<file path="config.mk">
export PLATFORM = sky130hd
export DESIGN_NAME = sys_bus_interconnect_flat
export DESIGN_NICKNAME = d
export VERILOG_FILES = /design/src/rtl/sys_bus_interconnect_pkg.sv /design/src/rtl/sys_bus_interconnect_if.sv /design/src/rtl/sys_bus_interconnect_timeout.sv /design/src/rtl/sys_bus_interconnect.sv /design/src/flat_wrapper.sv
export SDC_FILE = /design/constraint.sdc
export NUM_CORES = 1
export LEC_CHECK = 0
export CAP_MARGIN = 20
export CORE_AREA = 5 5 179 181
export DETAILED_ROUTE_END_ITERATION = 16
export DIE_AREA = 0 0 184 186
export PLACE_DENSITY = 0.58
export SLEW_MARGIN = 20
export SYNTH_ARGS = -nofsm -noshare
export SYNTH_HDL_FRONTEND = slang
export SYNTH_SLANG_ARGS = --single-unit
export TNS_END_PERCENT = 30
</file>
<file path="constraint.sdc">
create_clock -name sys_clk_i -period 2.85 [get_ports sys_clk_i]
set_input_delay 0.285 -clock sys_clk_i [delete_from_list [all_inputs] [get_ports sys_clk_i]]
set_output_delay 0.285 -clock sys_clk_i [all_outputs]
set_load 0.05 [all_outputs]
</file>
<file path="src/rtl/sys_bus_interconnect_pkg.sv">
// Shared definitions for the system bus interconnect: port count, index field
// position, port address width and the transaction FSM state type.
package sys_bus_pkg;

    localparam int NUM_PORTS = 8;
    localparam int IDX_LSB   = 20;
    localparam int IDX_MSB   = 22;
    localparam int IDX_W     = IDX_MSB - IDX_LSB + 1;
    localparam int PRT_AW    = 20;

    typedef enum logic [1:0] {
        ST_IDLE,
        ST_STROBE,
        ST_WAIT,
        ST_RESP
    } state_t;

    function automatic logic [NUM_PORTS-1:0] port_onehot(input logic [IDX_W-1:0] idx);
        logic [NUM_PORTS-1:0] oh;
        oh      = '0;
        oh[idx] = 1'b1;
        return oh;
    endfunction

endpackage

</file>
<file path="src/rtl/sys_bus_interconnect_if.sv">
// Upstream (sys_*) and downstream broadcast (prt_*) bus bundles.
// Handshake: sys_wen_i/sys_ren_i are one-cycle request strobes, accepted only
// while idle; completion is a one-cycle sys_ack_o pulse with sys_err_o/sys_rdata_o
// valid only in that cycle. Ports see a one-cycle prt_wen_o/prt_ren_o strobe and
// answer with prt_ack_i (plus prt_err_i/read data) in any later cycle.
interface sys_bus_if #(
    parameter int AW = 32,
    parameter int DW = 32,
    parameter int SW = DW / 8
);
    logic [AW-1:0] sys_addr_i;
    logic [DW-1:0] sys_wdata_i;
    logic [SW-1:0] sys_sel_i;
    logic          sys_wen_i;
    logic          sys_ren_i;
    logic [DW-1:0] sys_rdata_o;
    logic          sys_err_o;
    logic          sys_ack_o;

    modport master (
        output sys_addr_i, sys_wdata_i, sys_sel_i, sys_wen_i, sys_ren_i,
        input  sys_rdata_o, sys_err_o, sys_ack_o
    );

    modport slave (
        input  sys_addr_i, sys_wdata_i, sys_sel_i, sys_wen_i, sys_ren_i,
        output sys_rdata_o, sys_err_o, sys_ack_o
    );
endinterface

interface prt_bus_if #(
    parameter int AW = 32,
    parameter int DW = 32,
    parameter int SW = DW / 8,
    parameter int NP = 8
);
    logic [AW-1:0]    prt_addr_o;
    logic [DW-1:0]    prt_wdata_o;
    logic [SW-1:0]    prt_sel_o;
    logic [NP-1:0]    prt_wen_o;
    logic [NP-1:0]    prt_ren_o;
    logic [NP*DW-1:0] prt_rdata_i;
    logic [NP-1:0]    prt_ack_i;
    logic [NP-1:0]    prt_err_i;

    modport master (
        output prt_addr_o, prt_wdata_o, prt_sel_o, prt_wen_o, prt_ren_o,
        input  prt_rdata_i, prt_ack_i, prt_err_i
    );

    modport slave (
        input  prt_addr_o, prt_wdata_o, prt_sel_o, prt_wen_o, prt_ren_o,
        output prt_rdata_i, prt_ack_i, prt_err_i
    );
endinterface

</file>
<file path="src/rtl/sys_bus_interconnect_timeout.sv">
// Loadable wait-cycle counter; expired flags the enabled cycle in which the
// count reaches LIMIT so the caller can leave its wait state on that edge.
module sys_bus_timeout #(
    parameter int W     = 8,
    parameter int LIMIT = 16
) (
    input  logic         clk,
    input  logic         rst,
    input  logic         clr,
    input  logic         load,
    input  logic [W-1:0] load_val,
    input  logic         en,
    output logic         expired
);

    logic [W-1:0] count;

    always_ff @(posedge clk) begin
        if (rst || clr) begin
            count <= '0;
        end else if (load) begin
            count <= load_val;
        end else if (en) begin
            count <= count + W'(1);
        end
    end

    assign expired = en && (count == W'(LIMIT - 1));

endmodule

</file>
<file path="src/rtl/sys_bus_interconnect.sv">
// Single-outstanding system bus to eight-port interconnect: decodes the port
// from address bits [22:20], strobes it once and returns its ack/err/rdata.
module sys_bus_interconnect
    import sys_bus_pkg::*;
#(
    parameter int                   SYS_AW  = 32,
    parameter int                   SYS_DW  = 32,
    parameter int                   SYS_SW  = SYS_DW / 8,
    parameter logic [NUM_PORTS-1:0] PORT_EN = 8'hFF,
    parameter int                   TIMEOUT = 16
) (
    input  logic      sys_clk_i,
    input  logic      sys_rst_i,
    sys_bus_if.slave  sys,
    prt_bus_if.master prt,
    output state_t    dbg_state
);

    state_t                 state;
    logic [IDX_W-1:0]       idx_q;
    logic                   wr_q;
    logic [PRT_AW-1:0]      addr_q;
    logic [SYS_DW-1:0]      wdata_q;
    logic [SYS_SW-1:0]      sel_q;
    logic [NUM_PORTS-1:0]   wen_q;
    logic [NUM_PORTS-1:0]   ren_q;
    logic                   ack_q;
    logic                   err_q;
    logic [SYS_DW-1:0]      rdata_q;

    logic                   req;
    logic [IDX_W-1:0]       req_idx;
    logic [SYS_DW-1:0]      sel_rdata;
    logic                   tmo_clr;
    logic                   tmo_en;
    logic                   tmo_expired;
    logic                   unused_addr_hi;

    assign req            = sys.sys_wen_i | sys.sys_ren_i;
    assign req_idx        = sys.sys_addr_i[IDX_MSB:IDX_LSB];
    assign sel_rdata      = prt.prt_rdata_i[int'(idx_q) * SYS_DW +: SYS_DW];
    assign unused_addr_hi = ^sys.sys_addr_i[SYS_AW-1:IDX_MSB+1];

    assign tmo_clr = (state == ST_STROBE);
    assign tmo_en  = (state == ST_WAIT);

    sys_bus_timeout #(
        .W     (8),
        .LIMIT (TIMEOUT)
    ) u_timeout (
        .clk      (sys_clk_i),
        .rst      (sys_rst_i),
        .clr      (tmo_clr),
        .load     (1'b0),
        .load_val (8'd0),
        .en       (tmo_en),
        .expired  (tmo_expired)
    );

    // Port strobes and the upstream response are registered one state ahead so
    // they are high exactly while the FSM sits in STROBE / RESP respectively.
    always_ff @(posedge sys_clk_i) begin
        if (sys_rst_i) begin
            state   <= ST_IDLE;
            idx_q   <= '0;
            wr_q    <= 1'b0;
            addr_q  <= '0;
            wdata_q <= '0;
            sel_q   <= '0;
            wen_q   <= '0;
            ren_q   <= '0;
            ack_q   <= 1'b0;
            err_q   <= 1'b0;
            rdata_q <= '0;
        end else begin
            wen_q   <= '0;
            ren_q   <= '0;
            ack_q   <= 1'b0;
            err_q   <= 1'b0;
            rdata_q <= '0;
            case (state)
                ST_IDLE: begin
                    if (req) begin
                        addr_q  <= sys.sys_addr_i[PRT_AW-1:0];
                        wdata_q <= sys.sys_wdata_i;
                        sel_q   <= sys.sys_sel_i;
                        idx_q   <= req_idx;
                        wr_q    <= sys.sys_wen_i;
                        if (PORT_EN[req_idx]) begin
                            if (sys.sys_wen_i) wen_q <= port_onehot(req_idx);
                            else               ren_q <= port_onehot(req_idx);
                        end
                        state <= ST_STROBE;
                    end
                end
                ST_STROBE: begin
                    if (PORT_EN[idx_q]) begin
                        state <= ST_WAIT;
                    end else begin
                        ack_q <= 1'b1;
                        err_q <= 1'b1;
                        state <= ST_RESP;
                    end
                end
                ST_WAIT: begin
                    // A late ack still wins over an expiring counter.
                    if (prt.prt_ack_i[idx_q]) begin
                        ack_q   <= 1'b1;
                        err_q   <= prt.prt_err_i[idx_q];
                        rdata_q <= wr_q ? '0 : sel_rdata;
                        state   <= ST_RESP;
                    end else if (tmo_expired) begin
                        ack_q <= 1'b1;
                        err_q <= 1'b1;
                        state <= ST_RESP;
                    end
                end
                ST_RESP: begin
                    state <= ST_IDLE;
                end
                default: begin
                    state <= ST_IDLE;
                end
            endcase
        end
    end

    assign sys.sys_ack_o   = ack_q;
    assign sys.sys_err_o   = err_q;
    assign sys.sys_rdata_o = rdata_q;

    assign prt.prt_addr_o  = {{(SYS_AW - PRT_AW){1'b0}}, addr_q};
    assign prt.prt_wdata_o = wdata_q;
    assign prt.prt_sel_o   = sel_q;
    assign prt.prt_wen_o   = wen_q;
    assign prt.prt_ren_o   = ren_q;

    assign dbg_state = state;

endmodule

</file>
<file path="src/flat_wrapper.sv">
// flat-port wrapper written by rule: the top's interface ports become plain ports
module sys_bus_interconnect_flat import sys_bus_pkg::*;
#(
    parameter int                   SYS_AW  = 32,
    parameter int                   SYS_DW  = 32,
    parameter int                   SYS_SW  = SYS_DW / 8,
    parameter logic [NUM_PORTS-1:0] PORT_EN = 8'hFF,
    parameter int                   TIMEOUT = 16
)
  (sys_clk_i, sys_rst_i, dbg_state, sys_sys_addr_i, sys_sys_wdata_i, sys_sys_sel_i, sys_sys_wen_i, sys_sys_ren_i, sys_sys_rdata_o, sys_sys_err_o, sys_sys_ack_o, prt_prt_addr_o, prt_prt_wdata_o, prt_prt_sel_o, prt_prt_wen_o, prt_prt_ren_o, prt_prt_rdata_i, prt_prt_ack_i, prt_prt_err_i);
  sys_bus_if sys_i ();
  prt_bus_if prt_i ();
  input  logic sys_clk_i;
  input  logic sys_rst_i;
  output state_t dbg_state;
  input wire logic [$bits(sys_i.sys_addr_i)-1:0] sys_sys_addr_i;
  input wire logic [$bits(sys_i.sys_wdata_i)-1:0] sys_sys_wdata_i;
  input wire logic [$bits(sys_i.sys_sel_i)-1:0] sys_sys_sel_i;
  input wire logic [$bits(sys_i.sys_wen_i)-1:0] sys_sys_wen_i;
  input wire logic [$bits(sys_i.sys_ren_i)-1:0] sys_sys_ren_i;
  output wire logic [$bits(sys_i.sys_rdata_o)-1:0] sys_sys_rdata_o;
  output wire logic [$bits(sys_i.sys_err_o)-1:0] sys_sys_err_o;
  output wire logic [$bits(sys_i.sys_ack_o)-1:0] sys_sys_ack_o;
  output wire logic [$bits(prt_i.prt_addr_o)-1:0] prt_prt_addr_o;
  output wire logic [$bits(prt_i.prt_wdata_o)-1:0] prt_prt_wdata_o;
  output wire logic [$bits(prt_i.prt_sel_o)-1:0] prt_prt_sel_o;
  output wire logic [$bits(prt_i.prt_wen_o)-1:0] prt_prt_wen_o;
  output wire logic [$bits(prt_i.prt_ren_o)-1:0] prt_prt_ren_o;
  input wire logic [$bits(prt_i.prt_rdata_i)-1:0] prt_prt_rdata_i;
  input wire logic [$bits(prt_i.prt_ack_i)-1:0] prt_prt_ack_i;
  input wire logic [$bits(prt_i.prt_err_i)-1:0] prt_prt_err_i;
  assign sys_i.sys_addr_i = sys_sys_addr_i;
  assign sys_i.sys_wdata_i = sys_sys_wdata_i;
  assign sys_i.sys_sel_i = sys_sys_sel_i;
  assign sys_i.sys_wen_i = sys_sys_wen_i;
  assign sys_i.sys_ren_i = sys_sys_ren_i;
  assign sys_sys_rdata_o = sys_i.sys_rdata_o;
  assign sys_sys_err_o = sys_i.sys_err_o;
  assign sys_sys_ack_o = sys_i.sys_ack_o;
  assign prt_prt_addr_o = prt_i.prt_addr_o;
  assign prt_prt_wdata_o = prt_i.prt_wdata_o;
  assign prt_prt_sel_o = prt_i.prt_sel_o;
  assign prt_prt_wen_o = prt_i.prt_wen_o;
  assign prt_prt_ren_o = prt_i.prt_ren_o;
  assign prt_i.prt_rdata_i = prt_prt_rdata_i;
  assign prt_i.prt_ack_i = prt_prt_ack_i;
  assign prt_i.prt_err_i = prt_prt_err_i;
  sys_bus_interconnect #(.SYS_AW(SYS_AW), .SYS_DW(SYS_DW), .SYS_SW(SYS_SW), .PORT_EN(PORT_EN), .TIMEOUT(TIMEOUT)) u_core (.sys_clk_i(sys_clk_i), .sys_rst_i(sys_rst_i), .sys(sys_i), .prt(prt_i), .dbg_state(dbg_state));
endmodule
</file>
; ---- Word level (Yosys, flattened, before mapping)
; Memory sizes are Yosys's and may differ from the RTL's. A register that Yosys moved wholly into a read port is not among the register bits.
; Cells that the tools add are included.
; Widths: inputs -> output; s select.
[classes]
bitwise = 7
add_sub_neg = 1
n_shift = 1
n_eq_ne = 6
n_lt_le_gt_ge = 3
mux = 21
n_reduce_logical = 9
[op_table]
columns = operator, n
row1 = $shiftx 256x9->32, 1
row2 = $mux 1, 10
row3 = $reduce_or 5->1, 2
row4 = $add 8x1->8 const B, 1
row5 = $eq 8x4->1 const B, 1
row6 = $lt 3x4->1 const B, 2
row7 = $pmux 2 s4, 1
row8 = $bmux 1 s3, 2
row9 = $mux 2, 3
row10 = $mux 3, 2
row11 = $not 1->1, 6
row12 = $eq 2x2->1 const B, 2
row13 = $pmux 1 s2, 2
row14 = $reduce_and 2->1, 2
row15 = $reduce_or 4->1, 1
row16 = $demux 1 s3, 1
row17 = $ge 3x1->1 const B, 1
row18 = $ne 3x1->1 const B, 1
row19 = $eq 2x1->1 const B, 1
row20 = $logic_and 1x1->1, 2
row21 = $logic_not 2->1, 1
row22 = $ne 2x1->1 const B, 1
row23 = $logic_or 1x1->1, 1
row24 = $or 1x1->1, 1
[totals]
ff_bits = 120
out_inout_bits = 120
n_memories = 2
mem_bits_ro = 16
[mem_list]
columns = memory, words, word_bits, rd, rd_clocked_by_memory_dff, wr, line
row1 = (no name shown), 8, 1, 1, 1, 0, sys_bus_interconnect.sv:97  ; if (PORT_EN[idx_q]) begin
row2 = (no name shown), 8, 1, 1, 0, 0, sys_bus_interconnect.sv:89  ; if (PORT_EN[req_idx]) begin

; ---- Depth between registers and ports, before layout
; Gate-level depths: netlist of the first run.
[depth]
word_depth = 5
depth_mapped = 8

; ---- Hierarchy
; From an unflattened synthesis of the first run, not the netlist that was laid out.
[hier_totals]
cells_unflattened = 592
area_unflattened_um2 = 6063.3
[modules_own_cells]
columns = mod, instances, cells_per_inst, area_each_um2
row1 = sys_bus_interconnect, 1, 535, 5566.6
row2 = sys_bus_timeout, 1, 57, 496.7

; ---- Least setup slack after synthesis of the first run
; Ideal clock, no wire load.
[synth_path]
kind = flip-flop to flip-flop
from = register u_core.state[0], in the netlist u_core.dbg_state[0]
to = register u_core.addr_q[13]
setup_time_ns = 0.070
required_ns = 2.780
arrival_time_ns = 1.982
path_stages_with_launch = 8
setup_slack_ns = 0.798
n_path_buf = 2
period_less_slack_ns = 2.052
path_cell_list = dfxtp_1 > inv_1 > ha_1 > o21ai_1 > buf_2 > clkbuf_1 > nand2_1 > a21oi_1
[synth_via]
elab_chain_len = 2
[synth_rtl]
columns = item, line
row1 = from (decl), sys_bus_interconnect.sv:19  ; state_t state;
row2 = from (signal assigned), sys_bus_interconnect.sv:64  ; state <= ST_IDLE;
row3 = from (signal assigned), sys_bus_interconnect.sv:93  ; state <= ST_STROBE;
row4 = from (signal assigned), sys_bus_interconnect.sv:98  ; state <= ST_WAIT;
row5 = $logic_not 2->1, sys_bus_interconnect.sv:81  ; case (state)
row6 = $reduce_and 2->1 (no line), -
row7 = to (signal assigned), sys_bus_interconnect.sv:84  ; addr_q <= sys.sys_addr_i[PRT_AW-1:0];
row8 = to (decl), sys_bus_interconnect.sv:22  ; logic [PRT_AW-1:0] addr_q;
; No other way between the ends.
; A chain may end at the register's enable or synchronous reset.

; ---- Worst setup path after layout of the first run
[layout_path]
from = register u_core.idx_q[0]
to = register u_core.rdata_q[21], in the netlist u_core.sys.sys_rdata_o[21]
[layout_via]
elab_chain_len = 4
elab_cells_between_ends = 5
classes_between = 1 x shift / 2 x mux / 1 x bitwise / 1 x reduce/logical
[layout_rtl]
columns = item, line
row1 = from (decl), sys_bus_interconnect.sv:20  ; logic [IDX_W-1:0] idx_q;
row2 = from (signal assigned), sys_bus_interconnect.sv:87  ; idx_q <= req_idx;
row3 = "parallel branches: the longest is 4 deep, another holds $shiftx 256x9->32", -
row4 = to (signal assigned), sys_bus_interconnect.sv:110  ; rdata_q <= wr_q ? '0 : sel_rdata;
row5 = to (decl), sys_bus_interconnect.sv:29  ; logic [SYS_DW-1:0] rdata_q;
; Several ways; the timed one is not identified. The select of a mux whose other input is x is not followed.

==> results of run 1 <==
-- stage by stage --
step	cells	instance area [sq um]	setup WS (ns)	hold slack (ns)	utilization, %
CTS	1407	11200	0.771	0.284	37.1
global route	1410	11200	0.661	0.317	37.1
floorplan	586	5970	0.798	0.362	-
global placement	1375	10700	0.719	0.442	35.3
finish	1410	11200	0.829	0.309	37.1
detailed placement	1375	10700	0.754	0.446	35.3
-- registers in the layout, indices dropped and copies added, names as in the netlist --
signal / flops
u_core.prt.prt_ren_o: 8
u_core.idx_q: 3
u_core.prt.prt_wdata_o: 32
u_core.addr_q: 20
u_core.sys.sys_err_o: 1
u_core.sys.sys_ack_o: 1
u_core.prt.prt_sel_o: 4
u_core.dbg_state: 2
u_core.u_timeout.count: 8
u_core.prt.prt_wen_o: 8
u_core.sys.sys_rdata_o: 32
u_core.wr_q: 1
-- routing by layer --
layer	wire length [microns]	vias to the layer above	global-route usage, %
met2	14100	284	26.1
li1	-	2848	-
met4	465	2	4.70
met5	13	-	0
met1	11100	2825	17.8
met3	2890	23	6.59
-- synth_stat cells, types with 4 or more instances --
cell,number,area [sq um]
a21oi_1,61,305
clkbuf_1,21,78.8
mux4_2,66,1490
nor3_1,5,25.0
nor2_1,58,218
buf_6,4,45.0
mux2i_1,38,380
buf_2,8,40.0
dfxtp_1,120,2400
buf_1,9,33.8
xor2_1,4,35.0
ha_1,5,62.6
nand2_1,129,484
nand2b_1,6,37.5
buf_4,17,128
-- power groups by stage --
stage / Combinational (W) / Sequential (W) / Clock, W
after floorplan: 0.00153 / 0.00295 / 0
after global placement: 0.00369 / 0.00216 / 0
after detailed placement: 0.00369 / 0.00217 / 0
after CTS: 0.00371 / 0.00214 / 0.00212
after global routing: 0.00389 / 0.00217 / 0.00220
final: 0.00365 / 0.00213 / 0.00205
-- worst paths after layout --
check                                       start  slack, ns                          to
worst max-delay path              u_core.idx_q[0]       0.83  u_core.sys.sys_rdata_o[21]
worst min-delay path                    sys_rst_i       0.31   u_core.prt.prt_wdata_o[3]
worst max register to register    u_core.idx_q[0]       0.83  u_core.sys.sys_rdata_o[21]
worst min register to register  u_core.addr_q[11]       0.45           u_core.addr_q[11]
-- critical path: stages, from the launching register on --
cell      delay [ns]
dfxtp_4         0.62
mux2i_1         0.18
nand3b_1        0.13
nand4_2         0.19
or3_1           0.38
buf_4           0.26
nor2_1          0.15
-- final cells by class --
class | instances | area, sq um
clock inverters | 12 | 103
diodes | 3 | 7.51
clock buffers | 20 | 447
fillers | 3052 | 19000
multi-input cells | 405 | 3250
flip-flops and latches | 120 | 2410
repair buffers | 452 | 4520
well taps | 396 | 495
inverters | 2 | 7.51
-- cell families (layout without fill, tap and decap cells) --
group / count (synthesis) / count (layout) / synth area share (%)
flops: 120 / 120 / 40.5
other cells: 1 / 15 / 0.0633
simple gates: 210 / 210 / 14.2
fa+ha+maj: 5 / 5 / 1.06
buf+inv: 61 / 486 / 5.62
xor+xnor: 7 / 7 / 1.03
mux: 105 / 105 / 31.7
compound gates: 66 / 66 / 5.76
==> qor.yml, run 1 <==
synth_ff_type: "dfxtp_1"
clockBufferDepth: 2
setup_viol: 0
synth_area_sq_um: 5930
drc: 0
overflow: 0
clock_latency_ns: 0.41
hold_buffers: 0
cts_buffers: 17
critPathArrivalTime_ns: 2.37
ys_types: 31
dp_hpwl_mm: 22.9
status: "complete, no violations"
drt-total-wl_mm: 28.6
min_path_cells: 2
pwr-share-seq_pct: 27.2
cp_max_fo: 32
p_sw_w: 0.00306
hold_viol: 0
post-route-period-util_pct: 70.9
cp-end-kind: "flip-flop"
drive_gt1_share_pct: 11.4
firstDrtPassIters: 4
worstPathRequired_ns: 3.20
cts_sinks: 120
drv_slew: 0
h-tree-depth: 4
fin_skew_ns: 0.0146
via_per_inst: 4.24
grt_pass1_wl_mm: 38.9
die_h_microns: 186
rsz0062_at_grt: "no"
drt-initial-drc-count: 200
ctsResizeCount: 0
hold_class: "in2reg"
gp_congestion: 0.797
rows: 64
portBuffers: 442
die_area_sq_um: 34200
grt_max_degree: 60
num_io_pins: 464
slew_headroom_pct: 54.3
internal_power_w: 0.00477
antenna_left: 0
start_kind: "flip-flop"
reg2regPathDepth: 6
switching_share_pct: 39.1
synth_cells: 575
ys_warn_count: 0
root_buffer: "clkbuf_16"
cts_tree: "built"
power.leakage_nw: 3.95
core_area_sq_um: 30300
p_per_area_nw_per_um2: 696
antenna_found_initial: 5
synth_edf_count: 0
p_comb_share_pct: 46.6
yosysSeqAreaShare_pct: 40.5
cap_violations: 0
worst_slew_pin_slew_ns: 0.685
grt_usage_pct: 15.4
die_x_microns: 184
critPathKind: "reg2reg"
layout_common_cells: "clkdlybuf4s50_1 (441), nand2_1 (129), dfxtp_1 (117), mux4_2 (66), a21oi_1 (61)"
vdd_ir_drop_max_v: 0.000429
syn2layout_area_growth_pct: 89.7
avgSynthCellArea_sq_um: 10.3
setup_tns_ns: 0
cts_setup_buffers: 0
p_clk_share_pct: 26.2
ys_ff_latch: 120
start_util_pct: 19.6
final.min_clock_period_ns: 2.02
async_flop_share_pct: 0
avgRoutedWirePerCell_microns: 20.3
total_power_w: 0.00783
grt_pass1_vias: 6017
route.vias.total: 5982
final_common_cell: "clkdlybuf4s50_1"
nets: 1347
max_freq_ghz: 0.495
path_clk_slew_ns: 0.06
Note: power is estimated with default switching activity, not from simulation.
==> inputs of run 2 (changes only) <==
Clock period 2.85 ns to 1.94 ns, I/O delays scaled along.
==> run 2 against run 1 <==
Compared with the run above:
- first-iteration DRC count decreased by 0.50%
- worst hold slack lost 0.15 ns
- utilization increased by 0.82 points
- register-to-register slack worse by 0.68 ns
- critical endpoint is now prt_prt_wdata_o[29]
- sequential cell count stayed put
- combinational power is 53% higher
==> qor.yml, run 2 (synthesis results as in run 1) <==
status: "complete, no violations"  # unchanged
route.vias.total: 6035  # was 5,982
root_buffer: "clkbuf_16"  # unchanged
clock_latency_ns: 0.41  # about the same
grt_pass1_wl_mm: 40.0  # was 38.9 mm
cts_sinks: 120  # unchanged
clockBufferDepth: 2  # unchanged
firstDrtPassIters: 5  # was 4
multi_input_area_sq_um: 3250  # unchanged
drive_gt1_share_pct: 13.5  # was 11.4%
overflow: 0  # unchanged
core_area_sq_um: 30300  # unchanged
nets: 1367  # was 1,347
drt-initial-drc-count: 199  # was 200
cp_max_fo: 2  # was 32
grt-busiest-layer: "met2"  # unchanged
start_util_pct: 19.6  # unchanged
postPlaceCellArea_sq_um: 10900  # was 10,700 sq um
num_io_pins: 464  # unchanged
die_area_sq_um: 34200  # unchanged
setup_viol: 0  # unchanged
met2_usage_pct: 27.2  # was 26.1%
ctsResizeCount: 0  # unchanged
final-seq-area_sq_um: 2410  # about the same
post-route-period-util_pct: 93.3
grt_pass1_vias: 6286  # was 6,017
setup_tns_ns: 0  # unchanged
cap_violations: 0  # unchanged
via_per_inst: 4.23  # was 4.24
grt_max_degree: 60  # unchanged
hold_class: "in2reg"  # unchanged
start_kind: "flip-flop"  # unchanged
antenna_found_initial: 4  # was 5
critPathArrivalTime_ns: 1.62  # was 2.37 ns
portBuffers: 442  # unchanged
critPathKind: "reg2out"  # was reg2reg
cp_slowest_stage_delay_ns: 0.83  # was 0.62 ns
rows: 64  # unchanged
cts_tree: "built"  # unchanged
avgRoutedWirePerCell_microns: 20.3  # about the same
gp_congestion: 0.834  # was 0.797
crit_family: "buffers and inverters"  # was simple AND/OR/NAND/NOR gates
hold_viol: 0  # unchanged
final.min_clock_period_ns: 1.81
drc: 0  # unchanged
cp-end-kind: "primary output"  # was flip-flop
die_h_microns: 186  # unchanged
drt-total-wl_mm: 29.0  # was 28.6 mm
met3_usage_pct: 5.92  # was 6.59%
path_clk_slew_ns: 0.06  # about the same
path_buf_inv: 1  # unchanged
fillCellCount: 3048  # was 3,052
power.leakage_nw: 4.12  # was 3.95 nW
p_per_area_nw_per_um2: 1060  # was 696 nW/um^2
crit_slowest_cell: "clkdlybuf4s50_1"  # was dfxtp_4
hold_buffers: 0  # unchanged
total_power_w: 0.0121  # was 0.00783 W
cts_buffers: 17  # unchanged
max_freq_ghz: 0.553
final_common_cell: "clkdlybuf4s50_1"  # unchanged
fin_skew_ns: 0.00883  # was 0.0146 ns
design_area_sq_um: 11500  # was 11,200 sq um
drv_slew: 0  # unchanged
antenna_left: 0  # unchanged
worst_slew_pin_slew_ns: 0.625  # was 0.685 ns
worstPathCellList: "clkdlybuf4s50_1"  # was mux2i_1 > nand3b_1 > nand4_2 > or3_1 > buf_4 > nor2_1
rsz0062_at_grt: "no"  # unchanged
grt_usage_pct: 15.7  # was 15.4%
globalRouteMet1Util_pct: 18.2  # was 17.8%
slew_headroom_pct: 58.2  # was 54.3%
syn2layout_area_growth_pct: 93.9  # was 89.7%
worstPathRequired_ns: 1.75  # was 3.20 ns
layout_common_cells: "clkdlybuf4s50_1 (437), nand2_1 (129), dfxtp_1 (115), mux4_2 (66), a21oi_1 (61)"  # was clkdlybuf4s50_1 (441), nand2_1 (129), dfxtp_1 (117), mux4_2 (66), a21oi_1 (61)
dp_hpwl_mm: 23.7  # was 22.9 mm
cts_setup_buffers: 0  # unchanged
vdd_ir_drop_max_v: 0.000568  # was 0.000429 V
die_x_microns: 184  # unchanged
h-tree-depth: 4  # unchanged
[run 2: cell types whose count changed in the layout (fill, tap and decap cells not counted), moves of 2 or more]
cell | previous run | this run
buf_4 | 8 | 29
clkdlybuf4s50_1 | 441 | 437
clkinvlp_4 | 4 | 0
buf_12 | 2 | 5
bufinv_16 | 1 | 4
clkbuf_1 | 2 | 4
clkbuf_8 | 1 | 3
clkinv_2 | 5 | 3
dfxtp_1 | 117 | 115
dfxtp_2 | 1 | 3
diode_2 | 3 | 1
[run 2: area by class of cell]
type	instances	area share (%)
Timing Repair Buffer	472	40.9
Inverter	2	0.0653
Clock buffer	24	4.19
Tap cell	396	4.31
Antenna cell	1	0.0218
Sequential cell	120	21.0
Multi-Input combinational cell	405	28.3
Clock inverter	8	1.23
[run 2: report_power, final]
group	switching (W)	total, W	internal (W)	leakage (nW)
Clock	0.00117	0.00342	0.00225	0.309
Sequential	0.000263	0.00313	0.00287	0.981
Combinational	0.00309	0.00559	0.00250	2.83
Total	0.00452	0.0121	0.00762	4.12
[run 2: final timing paths]
kind                                    from                    endpoint  slack [ns]  cells past startpoint
setup / recovery  u_core.prt.prt_wdata_o[29]         prt_prt_wdata_o[29]        0.13                      1
hold / removal                     sys_rst_i         u_core.dbg_state[0]        0.15                      3
setup reg to reg             u_core.idx_q[0]  u_core.sys.sys_rdata_o[24]        0.15                      5
hold reg to reg            u_core.addr_q[18]           u_core.addr_q[18]        0.45                      2
[run 2: per-stage QoR]
stage / hold WS, ns / utilization [%] / instances / setup WS [ns]
after CTS: 0.126 / 38.0 / 1427 / 0.0845
final: 0.154 / 38.0 / 1428 / 0.131
after floorplan: 0.271 / - / 586 / 0.0936
after global placement: 0.441 / 35.9 / 1395 / 0.102
after detailed placement: 0.447 / 35.9 / 1395 / 0.0561
after global routing: 0.183 / 38.0 / 1428 / 0.0522
[run 2: per-layer routing]
metal | up-vias | wire [microns]
met5 | - | 40
met4 | 6 | 588
met3 | 28 | 2700
met2 | 266 | 14600
met1 | 2849 | 11100
li1 | 2886 | -
[run 2: worst min-delay path, cell delays in order]
cell and delay, ns:
buf_2 0.17, nor2_1 0.07, o21a_1 0.10
==> inputs of run 3 (changes only) <==
Settings changed: CORE_AREA 5 5 179 181 to 5 5 175 177, DIE_AREA 0 0 184 186 to 0 0 180 182, DONT_BUFFER_PORTS set to 1, PLACE_DENSITY 0.58 to 0.4.
Clock period 1.94 ns to 2.3 ns, I/O delays scaled along.
==> run 3 against run 2 <==
Compared with the run above:
- sequential power up 18%
- critical endpoint is now u_core.prt.prt_wdata_o[25]
- final cell count fell by 28%
- register-to-register slack improved by 0.11 ns
- highest routed layer unchanged
- first-iteration DRC count increased by 3.0%
- combinational power decreased by 55%
- critical path type is now reg2reg
==> qor.yml, run 3 (synthesis results as in run 1) <==
hold_class: "in2reg"  # unchanged
drive_gt1_share_pct: 19.4  # was 13.5%
cp-end-kind: "flip-flop"  # was primary output
drv_slew: 0  # unchanged
crit_path_end: "u_core.prt.prt_wdata_o[25]"  # was prt_prt_wdata_o[29]
post-route-period-util_pct: 88.9
pwr-share-seq_pct: 41.0  # was 25.8%
hold_viol: 0  # unchanged
antenna_left: 0  # unchanged
drt-initial-drc-count: 205  # was 199
final_common_cell: "nand2_1"  # was clkdlybuf4s50_1
nets: 971  # was 1,367
core_area_sq_um: 29100  # was 30,300 sq um
path_clk_slew_ns: 0.08  # was 0.06 ns
max_freq_ghz: 0.489
grt_usage_pct: 14.6  # was 15.7%
cts_tree: "built"  # unchanged
p_clk_share_pct: 31.2  # was 28.2%
cp_max_fo: 38  # was 2
grt_pass1_vias: 4824  # was 6,286
num_io_pins: 464  # unchanged
met3_usage_pct: 6.97  # was 5.92%
gp_congestion: 0.832  # was 0.834
avgRoutedWirePerCell_microns: 24.4  # was 20.3 microns
internal_power_w: 0.00524  # was 0.00762 W
firstDrtPassIters: 4  # was 5
die_area_sq_um: 32800  # was 34,200 sq um
overflow: 0  # unchanged
critPathKind: "reg2reg"  # was reg2out
status: "complete, no violations"  # unchanged
dp_hpwl_mm: 19.4  # was 23.7 mm
clock_latency_ns: 0.41  # about the same
die_h_microns: 182  # was 186 microns
reg2regPathDepth: 7  # was 5
setup_tns_ns: 0  # unchanged
antenna_found_initial: 8  # was 4
switching_share_pct: 42.0  # was 37.2%
dp.cells: 931  # was 1,395
start_kind: "flip-flop"  # unchanged
grt-busiest-layer: "met2"  # unchanged
clockBufferDepth: 2  # unchanged
cts_buffers: 17  # unchanged
root_buffer: "clkbuf_16"  # unchanged
cts_sinks: 120  # unchanged
p_sw_w: 0.00379  # was 0.00452 W
design_area_sq_um: 7580  # was 11,500 sq um
drt-total-wl_mm: 25.2  # was 29.0 mm
vdd_ir_drop_max_v: 0.000469  # was 0.000568 V
via_per_inst: 4.53  # was 4.23
portBuffers: 0  # was 442
postPlaceCellArea_sq_um: 6310  # was 10,900 sq um
start_util_pct: 20.4  # was 19.6%
die_x_microns: 180  # was 184 microns
globalRouteMet1Util_pct: 16.2  # was 18.2%
total_power_w: 0.00903  # was 0.0121 W
slew_headroom_pct: 62.3  # was 58.2%
h-tree-depth: 4  # unchanged
grt_pass1_wl_mm: 35.5  # was 40.0 mm
grt_max_degree: 64  # was 60
cap_violations: 0  # unchanged
regToRegStartpoint: "u_core.dbg_state[1]"  # was u_core.idx_q[0]
met2_usage_pct: 25.4  # was 27.2%
r2r_setup_slack_ns: 0.26  # was 0.15 ns
rsz0062_at_grt: "no"  # unchanged
power.leakage_nw: 2.60  # was 4.12 nW
cts_setup_buffers: 0  # unchanged
fin_util_pct: 26.1  # was 38.0%
route.vias.total: 4667  # was 6,035
critPathArrivalTime_ns: 2.41  # was 1.62 ns
rows: 63  # was 64
syn2layout_area_growth_pct: 27.9  # was 93.9%
worst_slew_pin_slew_ns: 0.565  # was 0.625 ns
r2r-end: "u_core.prt.prt_wdata_o[25]"  # was u_core.sys.sys_rdata_o[24]
final.min_clock_period_ns: 2.04
worstPathRequired_ns: 2.66  # was 1.75 ns
p_per_area_nw_per_um2: 1190  # was 1060 nW/um^2
p_comb_share_pct: 27.8  # was 46.1%
cp-startpoint: "u_core.dbg_state[1]"  # was u_core.prt.prt_wdata_o[29]
drc: 0  # unchanged
stdcell_count: 1031  # was 1,428
layout_common_cells: "nand2_1 (129), dfxtp_1 (117), mux4_2 (66), a21oi_1 (61), dlygate4sd3_1 (61)"  # was clkdlybuf4s50_1 (437), nand2_1 (129), dfxtp_1 (115), mux4_2 (66), a21oi_1 (61)
fin_skew_ns: 0.0161  # was 0.00883 ns
setup_viol: 0  # unchanged
-- run 3: layer usage --
layer / wire length [microns] / vias up / part of all wire (%)
li1: - / 2098 / -
met3: 2620 / 23 / 10
met1: 9370 / 2262 / 37
met4: 317 / 8 / 1.3
met2: 12800 / 276 / 51
met5: 55 / - / 0.22
-- run 3: worst min path at each step --
stage | startpoint | to | slack [ns] | cells after the start
after global routing | sys_sys_addr_i[22] | u_core.idx_q[2] | 0.04 | 2
after floorplan | sys_sys_addr_i[20] | u_core.prt.prt_ren_o[0] | 0.31 | 1
after global placement | sys_rst_i | u_core.prt.prt_wdata_o[25] | 0.30 | 1
final | sys_sys_addr_i[20] | u_core.idx_q[0] | 0.02 | 2
after CTS | sys_sys_wen_i | u_core.wr_q | 0.01 | 2
after detailed placement | sys_rst_i | u_core.prt.prt_wdata_o[23] | 0.31 | 1
-- run 3: cell type report --
| cell class | count | area [sq um] |
|---|---|---|
| fill | 3057 | 21500 |
| timing repair buffer | 76 | 793 |
| clock buffer | 19 | 475 |
| multi-input combinational | 405 | 3260 |
| inverter | 2 | 7.51 |
| clock inverter | 13 | 131 |
| antenna | 6 | 15.0 |
| tap | 390 | 488 |
| sequential | 120 | 2410 |
-- run 3: repair_timing --
action                                 4_1_cts  5_1_grt
hold buffers                                62        0
endpoints found under the hold margin       66        0
setup endpoints to repair                    0        2
gates resized for setup                      0        2
-- run 3: power groups by stage --
| stage | clock [W] | combinational, W | sequential (W) |
|---|---|---|---|
| floorplan | 0 | 0.00190 | 0.00366 |
| global placement | 0 | 0.00243 | 0.00376 |
| detailed placement | 0 | 0.00245 | 0.00376 |
| CTS | 0.00296 | 0.00257 | 0.00372 |
| global route | 0.00305 | 0.00280 | 0.00375 |
| finish | 0.00282 | 0.00251 | 0.00370 |
-- run 3: through the flow --
stage | hold WS [ns] | setup slack (ns)
floorplan | 0.307 | 0.248
global placement | 0.304 | 0.402
detailed placement | 0.307 | 0.393
CTS | 0.0137 | 0.0561
global route | 0.0421 | 0.0602
finish | 0.0217 | 0.255
-- run 3: critical path, cell delays in order, from the launching register on --
cell,delay (ns)
dfxtp_1,0.32
inv_1,0.10
ha_2,0.27
nor2b_4,0.32
buf_12,0.24
nand2_1,0.07
a21oi_1,0.11
dlygate4sd3_1,0.56
